### config.mk
export PLATFORM = sky130hd
export DESIGN_NAME = serial_add_ctrl
export DESIGN_NICKNAME = d
export VERILOG_FILES = /design/src/rtl/serial_add_ctrl.sv
export SDC_FILE = /design/constraint.sdc
export NUM_CORES = 1
export LEC_CHECK = 0
export CAP_MARGIN = 20
export CORE_UTILIZATION = 52
export DETAILED_ROUTE_END_ITERATION = 8
export GPL_TIMING_DRIVEN = 0
export PLACE_DENSITY = 0.8
export SETUP_SLACK_MARGIN = 0.2
export SLEW_MARGIN = 20
export SYNTH_ARGS = -nofsm -noshare
export SYNTH_HDL_FRONTEND = slang
export SYNTH_SLANG_ARGS = --single-unit
### constraint.sdc
create_clock -name clk -period 2.3 [get_ports clk]
set_input_delay 0.69 -clock clk [delete_from_list [all_inputs] [get_ports clk]]
set_output_delay 0.69 -clock clk [all_outputs]
set_load 0.1 [all_outputs]
### src/rtl/serial_add_ctrl.sv
// serial_add_ctrl
//   Multi-cycle adder/subtractor. It uses one 2-bit full-adder slice over
//   WIDTH/2 cycles and returns the result with a valid/ready handshake.
//   In subtract mode B and the carry-in are inverted, which gives
//   a - b - cin in two's complement. In that mode cout=1 means no borrow.
//
// Parameters
//   WIDTH      operand width in bits, must be even and >= 2
//
// Ports
//   clk        rising-edge clock
//   rst_n      asynchronous active-low reset
//   in_valid   request valid (sampled only while idle)
//   in_ready   controller idle, request is accepted on the next edge
//   a, b       operands
//   cin        carry-in (add) / borrow-in (sub)
//   sub        0: a+b+cin, 1: a-b-cin
//   out_valid  result valid, held until out_ready is sampled high
//   out_ready  consumer accepts result
//   sum        result (zero until the first result; then holds the last result)
//   cout       carry out of the final step
//   ovf        signed overflow
//   busy       operation in progress or result pending
module serial_add_ctrl #(
  parameter int unsigned WIDTH = 16
) (
  input  logic             clk,
  input  logic             rst_n,
  input  logic             in_valid,
  output logic             in_ready,
  input  logic [WIDTH-1:0] a,
  input  logic [WIDTH-1:0] b,
  input  logic             cin,
  input  logic             sub,
  output logic             out_valid,
  input  logic             out_ready,
  output logic [WIDTH-1:0] sum,
  output logic             cout,
  output logic             ovf,
  output logic             busy
);

  localparam int unsigned STEPS = WIDTH / 2;
  localparam int unsigned SW    = (STEPS > 1) ? $clog2(STEPS) : 1;
  localparam logic [SW-1:0] LAST_STEP = SW'(STEPS - 1);

  typedef enum logic [1:0] {
    IDLE = 2'd0,
    RUN  = 2'd1,
    DONE = 2'd2
  } state_e;

  state_e           state_q, state_d;
  logic [WIDTH-1:0] a_q, a_d;
  logic [WIDTH-1:0] b_q, b_d;
  logic             carry_q, carry_d;
  logic [SW-1:0]    step_q, step_d;
  logic [WIDTH-1:0] acc_q, acc_d;
  logic [WIDTH-1:0] sum_q, sum_d;
  logic             cout_q, cout_d;
  logic             ovf_q, ovf_d;

  logic [2:0]       slice;
  logic [WIDTH+1:0] acc_shift;

  // The operand registers shift right by two bits each step. The slice
  // always reads bits [1:0], and the sum bits enter acc from the top. After
  // STEPS steps every pair of sum bits has reached position k. On the last
  // step, a_q[1] and b_q[1] are the original sign bits, and ovf uses them.
  always_comb begin
    state_d   = state_q;
    a_d       = a_q;
    b_d       = b_q;
    carry_d   = carry_q;
    step_d    = step_q;
    acc_d     = acc_q;
    sum_d     = sum_q;
    cout_d    = cout_q;
    ovf_d     = ovf_q;

    slice     = {1'b0, a_q[1:0]} + {1'b0, b_q[1:0]} + {2'b00, carry_q};
    acc_shift = {slice[1:0], acc_q};

    unique case (state_q)
      IDLE: begin
        if (in_valid) begin
          a_d     = a;
          b_d     = sub ? ~b : b;
          carry_d = sub ? ~cin : cin;
          step_d  = '0;
          acc_d   = '0;
          state_d = RUN;
        end
      end
      RUN: begin
        a_d     = a_q >> 2;
        b_d     = b_q >> 2;
        carry_d = slice[2];
        acc_d   = acc_shift[WIDTH+1:2];
        step_d  = step_q + SW'(1);
        if (step_q == LAST_STEP) begin
          sum_d   = acc_shift[WIDTH+1:2];
          cout_d  = slice[2];
          ovf_d   = (a_q[1] == b_q[1]) && (slice[1] != a_q[1]);
          step_d  = '0;
          state_d = DONE;
        end
      end
      DONE: begin
        if (out_ready) begin
          state_d = IDLE;
        end
      end
      default: state_d = IDLE;
    endcase
  end

  always_ff @(posedge clk or negedge rst_n) begin
    if (!rst_n) begin
      state_q <= IDLE;
      a_q     <= '0;
      b_q     <= '0;
      carry_q <= 1'b0;
      step_q  <= '0;
      acc_q   <= '0;
      sum_q   <= '0;
      cout_q  <= 1'b0;
      ovf_q   <= 1'b0;
    end else begin
      state_q <= state_d;
      a_q     <= a_d;
      b_q     <= b_d;
      carry_q <= carry_d;
      step_q  <= step_d;
      acc_q   <= acc_d;
      sum_q   <= sum_d;
      cout_q  <= cout_d;
      ovf_q   <= ovf_d;
    end
  end

  assign in_ready  = (state_q == IDLE);
  assign out_valid = (state_q == DONE);
  assign busy      = (state_q != IDLE);
  assign sum       = sum_q;
  assign cout      = cout_q;
  assign ovf       = ovf_q;

endmodule

==> out/results.ini, run 1 <==
[power_and_ir_drop]
seqPwrFrac_pct = 32.9
switchingPower_uw = 2652
powerDensity_nw_per_um2 = 1457
p_int_uw = 3508
combPwrFrac_pct = 47.4
switching_share_pct = 43.06
vdd_ir_drop_max_v = 0.0009135
leakage_uw = 0.001881
clkPwrFrac_pct = 19.7

[yosys]
syn_area_per_cell_um2 = 11.80
netlist_area_um2 = 3139
syn-num-nets = 309
synth_top_cell_by_area = dfrtp_1
syn_inst = 266
ys_seq_elements = 70
synth.distinct_cells = 31
synth_seq_area_share_pct = 55.80
synth_top_area_share_pct = 55.80
yosysWarnings = 0
synth_area_leaders = dfrtp_1, mux2_2, a22o_1, a22oi_1, xnor2_1

[placed_design]
place_congestion = 0.7826
hpwl_mm = 4.711
place_area_um2 = 3856
io_buffer_count = 57

[setup_path]
crit_required_ps = 1610
cp_max_fo = 2
r2r_end = ovf
cp-end-kind = primary output
reg2reg_from = a_q[0]
worstPathCellList = buf_6, clkbuf_16, or2_4, clkinvlp_4, buf_12
path_delay_family = buffers and inverters
worstSetupStartpointType = register
r2r_slack_ps = 460
critPathMaxStageDelay_ps = 370
critical_path_class = reg2out
crit_slowest_cell = dfrtp_1
crit_buf_inv = 4
rr_worst_depth = 6
worstPathArrival_ps = 1490

[die]
num_rows = 27
die_y_um = 79.70
io_pins = 59
die_w_um = 79.70
die_area_um2 = 6352
start_util_pct = 55.31
core-area_um2 = 5675

[global_routing]
grt_pass1_vias = 2416
grt_pass1_wl_mm = 11.67
grt.total_usage_pct = 24.70
antenna_found_initial = 0
grt-ovfl-total = 0
grt_max_degree = 57

[cells_and_area]
insertedDiodeCount = 0
drive_above_1_share_pct = 24.64
synthToLayoutAreaGrowth_pct = 34.64
final_util_pct = 74.47
fin_area_um2 = 4227
fill_cells = 399
fin_nets = 383

[route]
route.detailed.drc = 0
first_pass_iters = 4
drt_iter0_drc = 96
vias = 2366
drtAntennaViolNets = 0
wire_per_inst_um = 16.58
vias_per_cell = 5.674
drt-total-wl_mm = 6.915

[status]
status = finished clean

[flow_run]
cap_viol_max_count = 0

[sta]
min_period_ps = 2182
tightest_slew_ps = 650.7
report.final.slew_viol_count = 0
finalHoldViolCount = 0
finalSetupTns_ps = 0
post-route-period-util_pct = 94.89
timing.fmax_mhz = 458.2
hold_slack_ps = 192.9
rsz0062_at_grt = yes
finalSetupViolCount = 0
fin_skew_ps = 4.822
maxSlewHeadroom_pct = 56.53

[clock_tree]
root_buffer = clkbuf_8
clk_pin_slew_ps = 80
h-tree-depth = 3
cts_buffers = 9
clkLatencyLatePin_ps = 350
cts_sinks = 70
clock_path_buffers = 2
cts_tree = done

[hold_path]
hp-class = in2async

-- stage by stage --
stage	setup WS [ps]	total power [uW]	std cells
after floorplan	205.8	4111	266
after global placement	-1731	4755	395
after global routing	89.65	6479	417
after detailed placement	-491.8	4865	396
after CTS	102.5	6165	417
final	117.6	6160	417
-- Yosys cell counts --
master and number:
a221o_2 4, a21oi_1 2, clkbuf_2 1, a221o_1 6, o21bai_2 1, nor2b_1 4, nand2b_1 1, mux2_2 16
inv_1 14, o221ai_1 2, o21ai_0 19, or2_2 1, xnor2_1 15, buf_6 2, nor2_1 4, ha_1 3
a2bb2oi_1 1, clkbuf_1 8, nand3b_1 1, buf_2 11, or3b_1 1, nand2_1 25, o31ai_1 1, o32ai_1 8
xor2_1 3, a22o_1 18, buf_1 1, nor3b_1 1, fa_1 2, a22oi_1 20, dfrtp_1 70
-- worst register-to-register path, delay by kind of cell, from the launching register on --
family / cells / cell delay, ps
AO/OA/AOI/OAI: 1 / 190
XOR/XNOR: 1 / 160
adder cells (fa/ha/maj): 2 / 890
buffers and inverters: 2 / 160
flip-flops: 1 / 350
-- cell usage in the layout (no fill, tap or decap), types with 2 or more instances in the layout --
cell / instances
dfrtp_1: 70
clkdlybuf4s50_1: 35
nand2_1: 25
a22oi_1: 20
o21ai_0: 19
a22o_1: 18
clkdlybuf4s15_2: 18
mux2_2: 16
xnor2_1: 15
inv_1: 12
clkbuf_8: 11
buf_2: 10
o32ai_1: 8
clkbuf_1: 6
a221o_1: 6
buf_4: 6
nor2b_1: 4
a221o_2: 4
nor2_1: 4
xor2_1: 3
ha_1: 3
bufinv_16: 3
buf_12: 3
buf_6: 2
a21oi_1: 2
o221ai_1: 2
fa_1: 2
clkinv_2: 2
-- sequential cells by signal, indices dropped and copies added (netlist names) --
signal   cells
step_q       3
acc_q       14
cout         1
sum         16
ovf          1
carry_q      1
b_q         16
a_q         16
state_q      2
-- power groups by stage --
stage | registers, uW | logic, uW | clock network (uW)
2_1_floorplan | 2810 | 1300 | 0
5_1_grt | 2080 | 3110 | 1280
4_1_cts | 2020 | 2920 | 1230
3_5_place_dp | 2040 | 2820 | 0
3_3_place_gp | 2010 | 2740 | 0
6_report | 2030 | 2920 | 1210
-- per-layer routing --
| layer | track usage, % | part of all wire [%] | vias to the layer above |
|---|---|---|---|
| met1 | 30.01 | 42 | 1161 |
| li1 | - | - | 1110 |
| met4 | 9.455 | 2.4 | 0 |
| met2 | 42.14 | 51 | 80 |
| met5 | 0 | 0 | - |
| met3 | 6.057 | 4.3 | 15 |
-- layout make-up --
type                            instances  area (um2)  share of cell area, %
Buffer                                 23       157.7                  3.730
Clock buffer                           10       137.6                  3.256
Clock inverter                          6       108.9                  2.575
Inverter                               14       58.81                  1.391
Multi-Input combinational cell        159        1236                  29.25
Sequential cell                        70        1752                  41.44
Tap cell                               72       90.09                  2.131
Timing Repair Buffer                   63       685.7                  16.22
-- what timing repair did --
action,4_1_cts,5_1_grt
setup endpoints to repair,21,14
setup buffers,5,0
resized for setup,85,4
pin swaps,1,0
hold buffers,0,0
-- kinds of logic (layout without fill, tap and decap cells) --
family	after synthesis	after routing	share of synthesized area, %
flip-flops	70	70	55.80
AND/OR/NAND/NOR	38	38	5.421
adder cells (fa/ha/maj)	5	5	2.471
AO/OA/AOI/OAI	82	82	20.17
buffers and inverters	37	116	5.380
multiplexers	16	16	5.739
XOR/XNOR	18	18	5.022
-- how the worst max path moves through the flow --
stage / from / cells past startpoint / endpoint / slack, ps
final: state_q[0] / 5 / in_ready / 120
after global routing: state_q[0] / 5 / in_ready / 90
after CTS: state_q[0] / 5 / in_ready / 100
after detailed placement: state_q[1] / 5 / in_ready / -490
after global placement: rst_n / 1 / b_q[14] / -1730
after floorplan: state_q[1] / 4 / in_ready / 210
(Power assumes the default switching activity.)
==> run 2, diff against run 1 <==
--- a/config.mk
+++ b/config.mk
@@ -6,6 +6,7 @@
 export NUM_CORES = 1
 export LEC_CHECK = 0
 export CAP_MARGIN = 20
+export CORE_ASPECT_RATIO = 0.8
 export CORE_UTILIZATION = 52
 export DETAILED_ROUTE_END_ITERATION = 8
 export GPL_TIMING_DRIVEN = 0
==> run 2 against run 1 <==
  * Via count is 0.76% higher
  * Cell area is 1.7% lower
  * Clock power is 24% lower
  * Maximum frequency is 0.67% lower
  * Sequential share of layout area is 0.74 points higher
  * Sequential power hardly changed
  * Hold slack better by 36 ps
  * Highest routed layer unchanged
==> out/results.ini, run 2 (synthesis results as in run 1) <==
[status]
status = finished clean

[setup_path]
crit_required_ps = 1610  ; about the same
r2r_slack_ps = 440  ; -20 ps
cp_max_fo = 4  ; +2
cp-end-kind = primary output
critPathLaunch = state_q[0]
worstSetupStartpointType = register
critical_path_class = reg2out
reg2reg_from = state_q[0]
worstPathArrival_ps = 1510  ; +20 ps

[placed_design]
place_area_um2 = 3864  ; +0.19%
io_buffer_count = 57  ; unchanged
hpwl_mm = 4.734  ; +0.48%
pre_cts_ws_ps = -485.8  ; +6.013 ps
place_congestion = 0.8260  ; +5.5%
placedCellCount = 402  ; +1.5%

[power_and_ir_drop]
clkPwrFrac_pct = 15.7  ; -4.0 points
switching_share_pct = 45.86  ; +2.8 points
p_int_uw = 3175  ; -9.5%
vdd_ir_drop_max_v = 0.0008687  ; -4.9%
switchingPower_uw = 2689  ; +1.4%
combPwrFrac_pct = 49.7  ; +2.3 points
leakage_uw = 0.001834  ; -2.5%
powerDensity_nw_per_um2 = 1412  ; -3.1%
seqPwrFrac_pct = 34.6  ; +1.7 points

[cells_and_area]
layout_common_cells = dfrtp_1, clkdlybuf4s50_1, nand2_1
layoutNonFillerInstCount = 423  ; +1.4%
synthToLayoutAreaGrowth_pct = 32.28
fill_cells = 417  ; +4.5%
fin_area_um2 = 4153  ; -1.7%
final_common_cell = dfrtp_1
drive_above_1_share_pct = 24.35  ; -0.29 points
fin_nets = 383  ; unchanged
final_util_pct = 73.56  ; -0.91 points
insertedDiodeCount = 0  ; unchanged

[route]
drt-total-wl_mm = 7.014  ; +1.4%
drt_iter0_drc = 164  ; +71%
wire_per_inst_um = 16.58  ; about the same
vias = 2384  ; +0.76%
first_pass_iters = 4  ; unchanged
route.detailed.drc = 0  ; unchanged
vias_per_cell = 5.636  ; -0.67%
drtAntennaViolNets = 0  ; unchanged

[flow_run]
cap_viol_max_count = 0  ; unchanged

[die]
start_util_pct = 55.61  ; +0.29 points
io_pins = 59  ; unchanged
die_area_um2 = 6354  ; about the same
num_rows = 24  ; -11%
core-area_um2 = 5645  ; -0.53%
die_w_um = 88.87  ; +12%
die_y_um = 71.50  ; -10%

[sta]
report.final.slew_viol_count = 0  ; unchanged
finalSetupViolCount = 0  ; unchanged
finalHoldViolCount = 0  ; unchanged
timing.fmax_mhz = 455.1  ; -0.67%
min_period_ps = 2197  ; +14.72 ps
maxSlewHeadroom_pct = 53.42  ; -3.1 points
timing.final.ws_setup_ps = 102.8  ; -14.72 ps
tightest_slew_ps = 697.1  ; +46.41 ps
rsz0062_at_grt = yes
fin_skew_ps = 8.710  ; +3.888 ps
post-route-period-util_pct = 95.53  ; +0.64 points

[clock_tree]
cts_tree = done
cts_buffers = 9  ; unchanged
clkLatencyLatePin_ps = 360  ; about the same
clk_pin_slew_ps = 80  ; about the same
clock_path_buffers = 2  ; unchanged
h-tree-depth = 3  ; unchanged
root_buffer = clkbuf_8
cts_sinks = 70  ; unchanged

[global_routing]
grt_max_degree = 46  ; -19%
antenna_found_initial = 0  ; unchanged
grt.total_usage_pct = 25.39  ; +0.69 points
grt_pass1_wl_mm = 12.03  ; +3.1%
grt-ovfl-total = 0  ; unchanged
grt_pass1_vias = 2412  ; -0.17%

[hold_path]
hp-class = in2async

[run 2: changes by cell type in the layout (fill, tap and decap cells not counted)]
| cell | delta |
|---|---|
| bufinv_16 | -3 |
| clkinvlp_4 | +3 |
| inv_6 | +2 |
| clkinv_2 | -1 |
| clkinv_4 | -1 |
| inv_2 | +1 |
| inv_4 | -1 |
| nand2b_1 | +1 |
| nand2b_4 | -1 |
| o21bai_2 | +1 |
| o21bai_4 | -1 |
[run 2: area by class of cell]
cell class	count	area, um2	share of cell area, %
clock buffers	10	137.6	3.314
clock inverters	6	45.04	1.085
repair buffers	63	685.7	16.51
well taps	78	97.59	2.350
multi-input cells	159	1221	29.41
flip-flops and latches	70	1752	42.18
plain buffers	23	157.7	3.796
inverters	14	56.30	1.356
[run 2: what timing repair did]
action,in CTS,in global routing
pin swaps,1,0
hold buffers,0,0
resized for setup,84,2
buffers inserted,4,1
setup endpoints to repair,21,13
[run 2: per-stage QoR]
| stage | hold WS (ps) | total power (uW) | TNS [ps] |
|---|---|---|---|
| 6_report | 228.4 | 5864 | 0 |
| 5_1_grt | 244.4 | 6188 | 0 |
| 4_1_cts | 230.9 | 5861 | 0 |
| 3_5_place_dp | 474.5 | 4863 | -2193 |
| 3_3_place_gp | 461.3 | 4764 | -124010 |
| 2_1_floorplan | 394.4 | 4111 | 0 |
[run 2: path summary, 6_finish.rpt]
kind	cells after the start	end
worst max-delay path	5	in_ready
worst min register to register	2	a_q[12]
worst min-delay path	1	sum[9]
min in group clk	2	a_q[12]
max in group asynchronous	2	a_q[3]
worst max register to register	7	a_q[11]
[run 2: routing by layer]
| metal | vias to the layer above | routed length (um) | global-route usage (%) |
|---|---|---|---|
| li1 | 1109 | - | - |
| met1 | 1193 | 3172 | 34.60 |
| met2 | 71 | 3368 | 40.34 |
| met3 | 11 | 353 | 6.221 |
| met4 | 0 | 119 | 8.065 |
| met5 | - | 0 | 0 |
[run 2: power by group through the flow]
stage	Combinational (uW)	Clock, uW	Sequential (uW)
6_report	2920	922	2030
5_1_grt	3120	978	2090
4_1_cts	2900	936	2020
3_5_place_dp	2820	0	2040
3_3_place_gp	2750	0	2010
2_1_floorplan	1300	0	2810
[run 2: worst max-delay path: stages, from the launching register on]
cell and delay [ps]:
dfrtp_1 380, buf_6 120, clkbuf_16 140, or2_4 270, clkinvlp_4 90, buf_12 160
